File: config.mk
export PLATFORM = sky130hd
export DESIGN_NAME = nf10_sram_fifo_ingress
export DESIGN_NICKNAME = d
export VERILOG_FILES = /design/src/rtl/nf10_sram_fifo_ingress.sv
export SDC_FILE = /design/constraint.sdc
export NUM_CORES = 2
export LEC_CHECK = 0
export ABC_AREA = 1
export BUFFER_PORTS_ARGS = -buffer_cell sky130_fd_sc_hd__buf_2
export CAP_MARGIN = 20
export CORE_MARGIN = 5
export CORE_UTILIZATION = 30
export CTS_CLUSTER_DIAMETER = 50
export DETAILED_ROUTE_END_ITERATION = 10
export GPL_TIMING_DRIVEN = 0
export PLACE_DENSITY = 0.55
export RECOVER_POWER = 100
export SYNTH_ARGS = -nofsm -noshare
export SYNTH_HDL_FRONTEND = slang
export SYNTH_SLANG_ARGS = --single-unit
File: constraint.sdc
create_clock -name aclk -period 29.8 [get_ports aclk]
set_input_delay 1.49 -clock aclk [delete_from_list [all_inputs] [get_ports aclk]]
set_output_delay 1.49 -clock aclk [all_outputs]
set_load 0.05 [all_outputs]
File: src/rtl/nf10_sram_fifo_ingress.sv
// Ingress stage ahead of the SRAM packet FIFO: two-entry skid buffer, whole-packet
// discard selected at the first beat, and passed/dropped/byte statistics.
module nf10_sram_fifo_ingress #(
  parameter int C_DATA_WIDTH  = 256,
  parameter int C_TUSER_WIDTH = 128,
  parameter int C_CNT_WIDTH   = 32
) (
  input  logic                        aclk,
  input  logic                        areset,
  input  logic [C_DATA_WIDTH-1:0]     s_axis_tdata,
  input  logic [C_TUSER_WIDTH-1:0]    s_axis_tuser,
  input  logic [C_DATA_WIDTH/8-1:0]   s_axis_tstrb,
  input  logic                        s_axis_tlast,
  input  logic                        s_axis_tvalid,
  output logic                        s_axis_tready,
  output logic [C_DATA_WIDTH-1:0]     m_axis_tdata,
  output logic [C_TUSER_WIDTH-1:0]    m_axis_tuser,
  output logic [C_DATA_WIDTH/8-1:0]   m_axis_tstrb,
  output logic                        m_axis_tlast,
  output logic                        m_axis_tvalid,
  input  logic                        m_axis_tready,
  input  logic                        drop_en,
  input  logic                        clear_stats,
  output logic [C_CNT_WIDTH-1:0]      pkt_cnt,
  output logic [C_CNT_WIDTH-1:0]      drop_cnt,
  output logic [C_CNT_WIDTH-1:0]      byte_cnt,
  output logic                        in_pkt
);

  localparam int STRB_W = C_DATA_WIDTH / 8;
  localparam int BEAT_W = C_DATA_WIDTH + C_TUSER_WIDTH + STRB_W + 1;
  localparam int POP_W  = $clog2(STRB_W + 1);

  typedef enum logic [1:0] {ST_SOP, ST_PASS, ST_DROP} state_t;

  state_t                 state_q, state_d;
  logic [BEAT_W-1:0]      mem_q [2];
  logic [BEAT_W-1:0]      mem_d [2];
  logic                   rd_ptr_q, rd_ptr_d;
  logic                   wr_ptr_q, wr_ptr_d;
  logic [1:0]             occ_q, occ_d;
  logic                   not_full_q, not_full_d;
  logic                   alive_q;
  logic [C_CNT_WIDTH-1:0] pkt_cnt_q, pkt_cnt_d;
  logic [C_CNT_WIDTH-1:0] drop_cnt_q, drop_cnt_d;
  logic [C_CNT_WIDTH-1:0] byte_cnt_q, byte_cnt_d;

  logic                   drop_mode;
  logic                   s_acc;
  logic                   wr_en;
  logic                   disc_en;
  logic                   rd_en;
  logic [POP_W-1:0]       strb_pop;
  logic [BEAT_W-1:0]      s_beat;

  // A packet being discarded never back-pressures; alive_q keeps tready low in reset.
  assign drop_mode     = (state_q == ST_DROP) || ((state_q == ST_SOP) && drop_en);
  assign s_axis_tready = alive_q & (drop_mode | not_full_q);

  assign s_acc   = s_axis_tvalid & s_axis_tready;
  assign wr_en   = s_acc & ((state_q == ST_PASS) || ((state_q == ST_SOP) && !drop_en));
  assign disc_en = s_acc & !wr_en;
  assign rd_en   = m_axis_tvalid & m_axis_tready;
  assign s_beat  = {s_axis_tdata, s_axis_tuser, s_axis_tstrb, s_axis_tlast};

  assign {m_axis_tdata, m_axis_tuser, m_axis_tstrb, m_axis_tlast} = mem_q[rd_ptr_q];
  assign m_axis_tvalid = (occ_q != 2'd0);

  assign in_pkt   = (state_q != ST_SOP);
  assign pkt_cnt  = pkt_cnt_q;
  assign drop_cnt = drop_cnt_q;
  assign byte_cnt = byte_cnt_q;

  always_comb begin
    strb_pop = '0;
    for (int i = 0; i < STRB_W; i++) begin
      strb_pop = strb_pop + POP_W'(s_axis_tstrb[i]);
    end
  end

  always_comb begin
    state_d = state_q;
    if (s_acc) begin
      case (state_q)
        ST_SOP:  if (!s_axis_tlast) state_d = drop_en ? ST_DROP : ST_PASS;
        ST_PASS: if (s_axis_tlast) state_d = ST_SOP;
        ST_DROP: if (s_axis_tlast) state_d = ST_SOP;
        default: state_d = ST_SOP;
      endcase
    end
  end

  always_comb begin
    mem_d = mem_q;
    if (wr_en) mem_d[wr_ptr_q] = s_beat;
    wr_ptr_d = wr_ptr_q ^ wr_en;
    rd_ptr_d = rd_ptr_q ^ rd_en;
    case ({wr_en, rd_en})
      2'b10:   occ_d = occ_q + 2'd1;
      2'b01:   occ_d = occ_q - 2'd1;
      default: occ_d = occ_q;
    endcase
    not_full_d = (occ_d != 2'd2);
  end

  // Clear wins over any increment landing on the same edge.
  always_comb begin
    pkt_cnt_d  = pkt_cnt_q;
    drop_cnt_d = drop_cnt_q;
    byte_cnt_d = byte_cnt_q;
    if (wr_en) begin
      byte_cnt_d = byte_cnt_q + C_CNT_WIDTH'(strb_pop);
      if (s_axis_tlast) pkt_cnt_d = pkt_cnt_q + C_CNT_WIDTH'(1);
    end
    if (disc_en && s_axis_tlast) drop_cnt_d = drop_cnt_q + C_CNT_WIDTH'(1);
    if (clear_stats) begin
      pkt_cnt_d  = '0;
      drop_cnt_d = '0;
      byte_cnt_d = '0;
    end
  end

  always_ff @(posedge aclk or posedge areset) begin
    if (areset) begin
      state_q    <= ST_SOP;
      mem_q[0]   <= '0;
      mem_q[1]   <= '0;
      rd_ptr_q   <= 1'b0;
      wr_ptr_q   <= 1'b0;
      occ_q      <= 2'd0;
      not_full_q <= 1'b0;
      alive_q    <= 1'b0;
      pkt_cnt_q  <= '0;
      drop_cnt_q <= '0;
      byte_cnt_q <= '0;
    end else begin
      state_q    <= state_d;
      mem_q      <= mem_d;
      rd_ptr_q   <= rd_ptr_d;
      wr_ptr_q   <= wr_ptr_d;
      occ_q      <= occ_d;
      not_full_q <= not_full_d;
      alive_q    <= 1'b1;
      pkt_cnt_q  <= pkt_cnt_d;
      drop_cnt_q <= drop_cnt_d;
      byte_cnt_q <= byte_cnt_d;
    end
  end

endmodule

# Yosys cells after proc, flatten, opt, wreduce, memory -nomap -nowiden
# Cells that the tools add are included.
dict set report classes {
  addsub 36
  magnitude_cmp 3
  eq_ne 7
  n_mux 18
  bitwise 10
  n_reduce_logical 17
}
# operator count
set op_table {}
lappend op_table {{417-bit 2-to-1 mux} 4}
lappend op_table {{834-bit bitwise mux} 1}
lappend op_table {{417-bit demux with 1-bit select} 1}
lappend op_table {{32-bit 2-to-1 mux} 7}
lappend op_table {{6-bit by 1-bit adder with 6-bit output} 26}
lappend op_table {{32-bit by 1-bit adder with 32-bit output (second input constant)} 2}
lappend op_table {{32-bit by 6-bit adder with 32-bit output} 1}
lappend op_table {{2-bit nonzero test} 5}
lappend op_table {{2-bit one-hot mux with 2 select lines} 2}
lappend op_table {{5-bit by 1-bit adder with 6-bit output} 1}
lappend op_table {{2-bit 2-to-1 mux} 3}
lappend op_table {{4-bit by 1-bit adder with 5-bit output} 1}
lappend op_table {{1-bit bitwise AND} 5}
lappend op_table {{3-bit by 1-bit adder with 4-bit output} 1}
lappend op_table {{2-bit by 1-bit == test with 1-bit output (second input constant)} 2}
lappend op_table {{2-bit == test (second input constant)} 2}
lappend op_table {{2-bit greater-or-equal comparator (second input constant)} 2}
lappend op_table {{1-bit logical AND} 4}
lappend op_table {{2-bit inequality test (second input constant)} 2}
lappend op_table {{1-bit NOT with 2-bit output} 2}
lappend op_table {{2-bit by 1-bit adder with 3-bit output} 1}
lappend op_table {{3-bit AND reduction} 1}
lappend op_table {{1-bit by 1-bit adder with 2-bit output} 1}
lappend op_table {{2-bit by 1-bit adder with 2-bit output (second input constant)} 1}
lappend op_table {{10 further kinds} 13}
dict set report word_totals {
  regBits 938
  inputBits 423
  output_inout_bits 516
  word_cells 102
}

# Logic depth before layout (Yosys ltp)
dict set report depth {
  ltp_word 34
  depth_mapped 22
  depth_no_buf 22
}

# Worst setup path before layout
# No wires, ideal clock.
dict set report synth_path {
  path_kind {input -> register}
  startpoint {input port s_axis_tstrb[0]}
  endpoint {register byte_cnt_q[12], in the netlist byte_cnt[12]}
  setup_time_ns 0.117
  arrival_ns 5.831
  path_slack_ns 23.852
  stages 19
  path_cell_list {fa_1 -> inv_1 -> fa_1 -> fa_1 -> fa_1 -> fa_1 -> fa_1 -> fa_1 -> inv_1 -> fa_1 -> nand3_1 -> nand3_1 -> nand2_1 -> nand2_1 -> nand2_2 -> inv_2 -> nand2_1 -> nor2_1 -> nor2_1}
}
dict set report synth_between {
  elab_chain_len 34
}
# element line
set synth_lines {}
lappend synth_lines {{start: declaration} 12} ;# input logic [C_DATA_WIDTH/8-1:0] s_axis_tstrb,
lappend synth_lines {{1-bit by 1-bit adder with 2-bit output} 77} ;# strb_pop = strb_pop + POP_W'(s_axis_tstrb[i]);
lappend synth_lines {{2-bit by 1-bit adder with 3-bit output} 77}
lappend synth_lines {{3-bit by 1-bit adder with 4-bit output} 77}
lappend synth_lines {{4-bit by 1-bit adder with 5-bit output} 77}
lappend synth_lines {{5-bit by 1-bit adder with 6-bit output} 77}
lappend synth_lines {{6-bit by 1-bit adder with 6-bit output (26 in series)} 77}
lappend synth_lines {{32-bit by 6-bit adder with 32-bit output} 112} ;# byte_cnt_d = byte_cnt_q + C_CNT_WIDTH'(strb_pop);
lappend synth_lines {{32-bit 2-to-1 mux} 111} ;# if (wr_en) begin
lappend synth_lines {{32-bit 2-to-1 mux} 116} ;# if (clear_stats) begin
lappend synth_lines {{end signal: assignment} 146} ;# byte_cnt_q <= byte_cnt_d;
lappend synth_lines {{end: declaration} 46} ;# logic [C_CNT_WIDTH-1:0] byte_cnt_q, byte_cnt_d;
# No other way between the ends. The select of a mux whose other input is x is not followed.
# A chain may end at the register's enable or synchronous reset.

==> results.sh <==
export IMPL_dp_hpwl_um=123000
export IMPL_root_buffer="clkbuf_16"
export IMPL_crit_family="buffers and inverters"
export IMPL_stdcell_count=7853
export IMPL_area_growth_synth_to_final_pct=25.0
export IMPL_place_area_mm2=0.0505
export IMPL_rows=139
export IMPL_drv_slew=627
export IMPL_min_period_ps=13070
export IMPL_final_antenna_net_count=0
export IMPL_cp_end_kind="async pin"
export IMPL_drive_gt1_share_pct=18.3
export IMPL_period_share_pct=43.9
export IMPL_critPathKind="in2async"
export IMPL_yosysSeqAreaShare_pct=54.4
export IMPL_fin_skew_ps=25.6
export IMPL_io_buffers=937
export IMPL_leakagePower_nw=24.4
export IMPL_violations="capacitance limit, slew limit"
export IMPL_drt_iter0_drc=2286
export IMPL_final_util_pct=37.7
export IMPL_layout_common_cells="nand2_1 (1194), dfrtp_1 (938), o21ai_0 (870)"
export IMPL_cp_data_arrival_time_ps=12410
export IMPL_grt_use_total_pct=20.9
export IMPL_drc_errors=0
export IMPL_cts_sinks=938
export IMPL_dpl_cell_count=7575
export IMPL_gp_congestion=0.926
export IMPL_reg2reg_slack_ps=22720
export IMPL_die_y_um=389
export IMPL_worstHoldPathType="reg2reg"
export IMPL_vias=37300
export IMPL_wire_per_inst_um=20.8
export IMPL_required_ps=29140
export IMPL_ctsHoldBuffers=0
export IMPL_cp_max_fo=113
export IMPL_worst_path_buf_inv=4
export IMPL_ios=939
export IMPL_path_cells="buf_2, clkinvlp_2, clkbuf_1, clkbuf_1"
export IMPL_worstSkewPairLatency_ps=750
export IMPL_postCtsSetupBuffers=0
export IMPL_grt_pass1_vias=37000
export IMPL_final_area_mm2=0.0540
export IMPL_die_w_um=389
export IMPL_yosysTopAreaCell="dfrtp_1"
export IMPL_tightest_slew_ps=6470
export IMPL_numCtsBuffers=131
export IMPL_grt_pass1_wl_um=241000
export IMPL_cts_max_level=4
export IMPL_netlist_area_leader_share_pct=54.4
export IMPL_antenna_found_initial=56
export IMPL_start_kind="primary input"
export IMPL_clk_pin_slew_ps=50
export IMPL_cap_violations=7
export IMPL_drtPass1Iterations=7
export IMPL_final_common_cell="nand2_1"
export IMPL_syn_num_nets=5199
export IMPL_synth_cell_types=43
export IMPL_power_density_mw_per_mm2=137
export IMPL_rsz0062_at_grt="no"
export IMPL_gr_total_overflow=0
export IMPL_status="complete, but fails checks"
export IMPL_slowest_delay_ps=4530
export IMPL_synth_area_mm2=0.0432
export IMPL_ys_warn_count=0
export IMPL_max_clock_path_buffers=3
export IMPL_vias_per_cell=4.75
export IMPL_slew_limit_headroom_pct=-332
export IMPL_ir_worst_vdd_mv=0.0906
export IMPL_synth_seq_cells=938
export IMPL_crit_slowest_cell="clkbuf_1"
export IMPL_start_util_pct=30.1
export IMPL_netlist_instances=4727
export IMPL_fmaxAchievable_mhz=76.5
export IMPL_cts_tree="built"
export IMPL_synth_avg_cell_area_um2=9.13
export IMPL_synth_area_leaders="dfrtp_1 (54%), mux2_2 (10%), nand2_1 (10%), o21ai_0 (10%), inv_1 (5.2%)"
export IMPL_cp_common_cell="clkbuf_1"
export IMPL_num_nets_final=6277
export IMPL_setup_tns_ps=0
export IMPL_hold_viol_final=0
export IMPL_grt_max_degree=122
export IMPL_dieArea_mm2=0.152
export IMPL_cts_resized=0
export IMPL_nFillCells=15000
export IMPL_wl_um=163000
export IMPL_setup_viol=0
export IMPL_hold_worst_slack_ps=503
export IMPL_core_area_mm2=0.143
-- path summary, 6_finish.rpt --
path | from | end | depth (start not counted)
max | areset | mem_q[504]$_DFFE_PP0P_ | 4
min | mem_q[197]$_DFFE_PP0P_ | mem_q[197]$_DFFE_PP0P_ | 1
max reg2reg | state_q[0]$_DFFE_PP0P_ | mem_q[554]$_DFFE_PP0P_ | 16
min reg2reg | mem_q[197]$_DFFE_PP0P_ | mem_q[197]$_DFFE_PP0P_ | 1
max in group aclk | drop_en | mem_q[554]$_DFFE_PP0P_ | 15
min in group asynchronous | areset | mem_q[826]$_DFFE_PP0P_ | 2
-- power breakdown --
part           total, mW  internal [mW]  switching [mW]
sequential          2.06           1.85           0.213
combinational       3.74          0.799            2.94
clock               1.57          0.954           0.620
total               7.37           3.60            3.77
-- layer usage --
metal | vias up | GRT usage [%] | part of all wire (%)
met5 | - | 0 | 0.092
met1 | 18500 | 26.9 | 42
met3 | 258 | 5.63 | 7.3
li1 | 17400 | - | -
met4 | 20 | 6.88 | 3.1
met2 | 1182 | 34.1 | 47
-- state kept, by name (all words and copies together) (netlist names), 2 cells and up --
register  cells
pkt_cnt      32
state_q       2
occ_q         2
mem_q       834
drop_cnt     32
byte_cnt     32
-- final cells by class --
type                    count  area (um^2)  share of cell area [%]
repair buffers            945         4190                    7.76
well taps                1903         2380                    4.41
clock inverters            55          613                    1.14
plain buffers             255          972                    1.80
diodes                     41          103                   0.190
flip-flops and latches    938        23500                    43.5
clock buffers             182         3800                    7.04
multi-input cells        2932        16200                    30.0
inverters                 602         2260                    4.19
-- metrics by stage --
stage / power, mW / worst slack [ps]
floorplan: 4.77 / 1930
global placement: 5.92 / -10290
detailed placement: 5.94 / 22900
CTS: 7.55 / 23700
global route: 7.78 / 14160
finish: 7.37 / 16730
-- Yosys cell counts --
library cell  count
nand3_2           3
nor3_4            1
xor2_1            7
nand3_4           1
nor2_8            1
nor3_2            1
nor3b_1           3
inv_4             1
or2_2             1
nand2_4           2
dfrtp_1         938
o31ai_1           1
o21ai_1           5
a21oi_1          38
nand3b_1          1
a31oi_1           1
nand3_1          74
a21oi_4           1
clkbuf_1        118
and2_1            1
o22ai_1           1
o21bai_1          1
nor3_1           35
nand2_2           5
nand2_1        1188
fa_1             26
buf_1             5
conb_1            1
nand4_1          55
nand4_2           1
nor2_2            2
buf_4             2
o21a_1            2
o21ai_0         865
buf_6             5
nor2_4            1
xnor2_1           6
ha_1             23
inv_2             4
inv_1           597
buf_2           125
mux2_2          398
nor2_1          180
-- cell families after synthesis --
kind of cell               count (synthesis)  share of synthesized area (%)
and+or+nand+nor                         1556                           14.5
DFF                                      938                           54.4
AOI/OAI and AO/OA                        915                           10.7
buffers and inverters                    857                           7.93
muxes                                    398                           10.4
adders and majority gates                 49                           1.87
xor gates and xnor gates                  13                          0.264
other                                      1                        0.00869
Power figures use the tool's default switching activity.
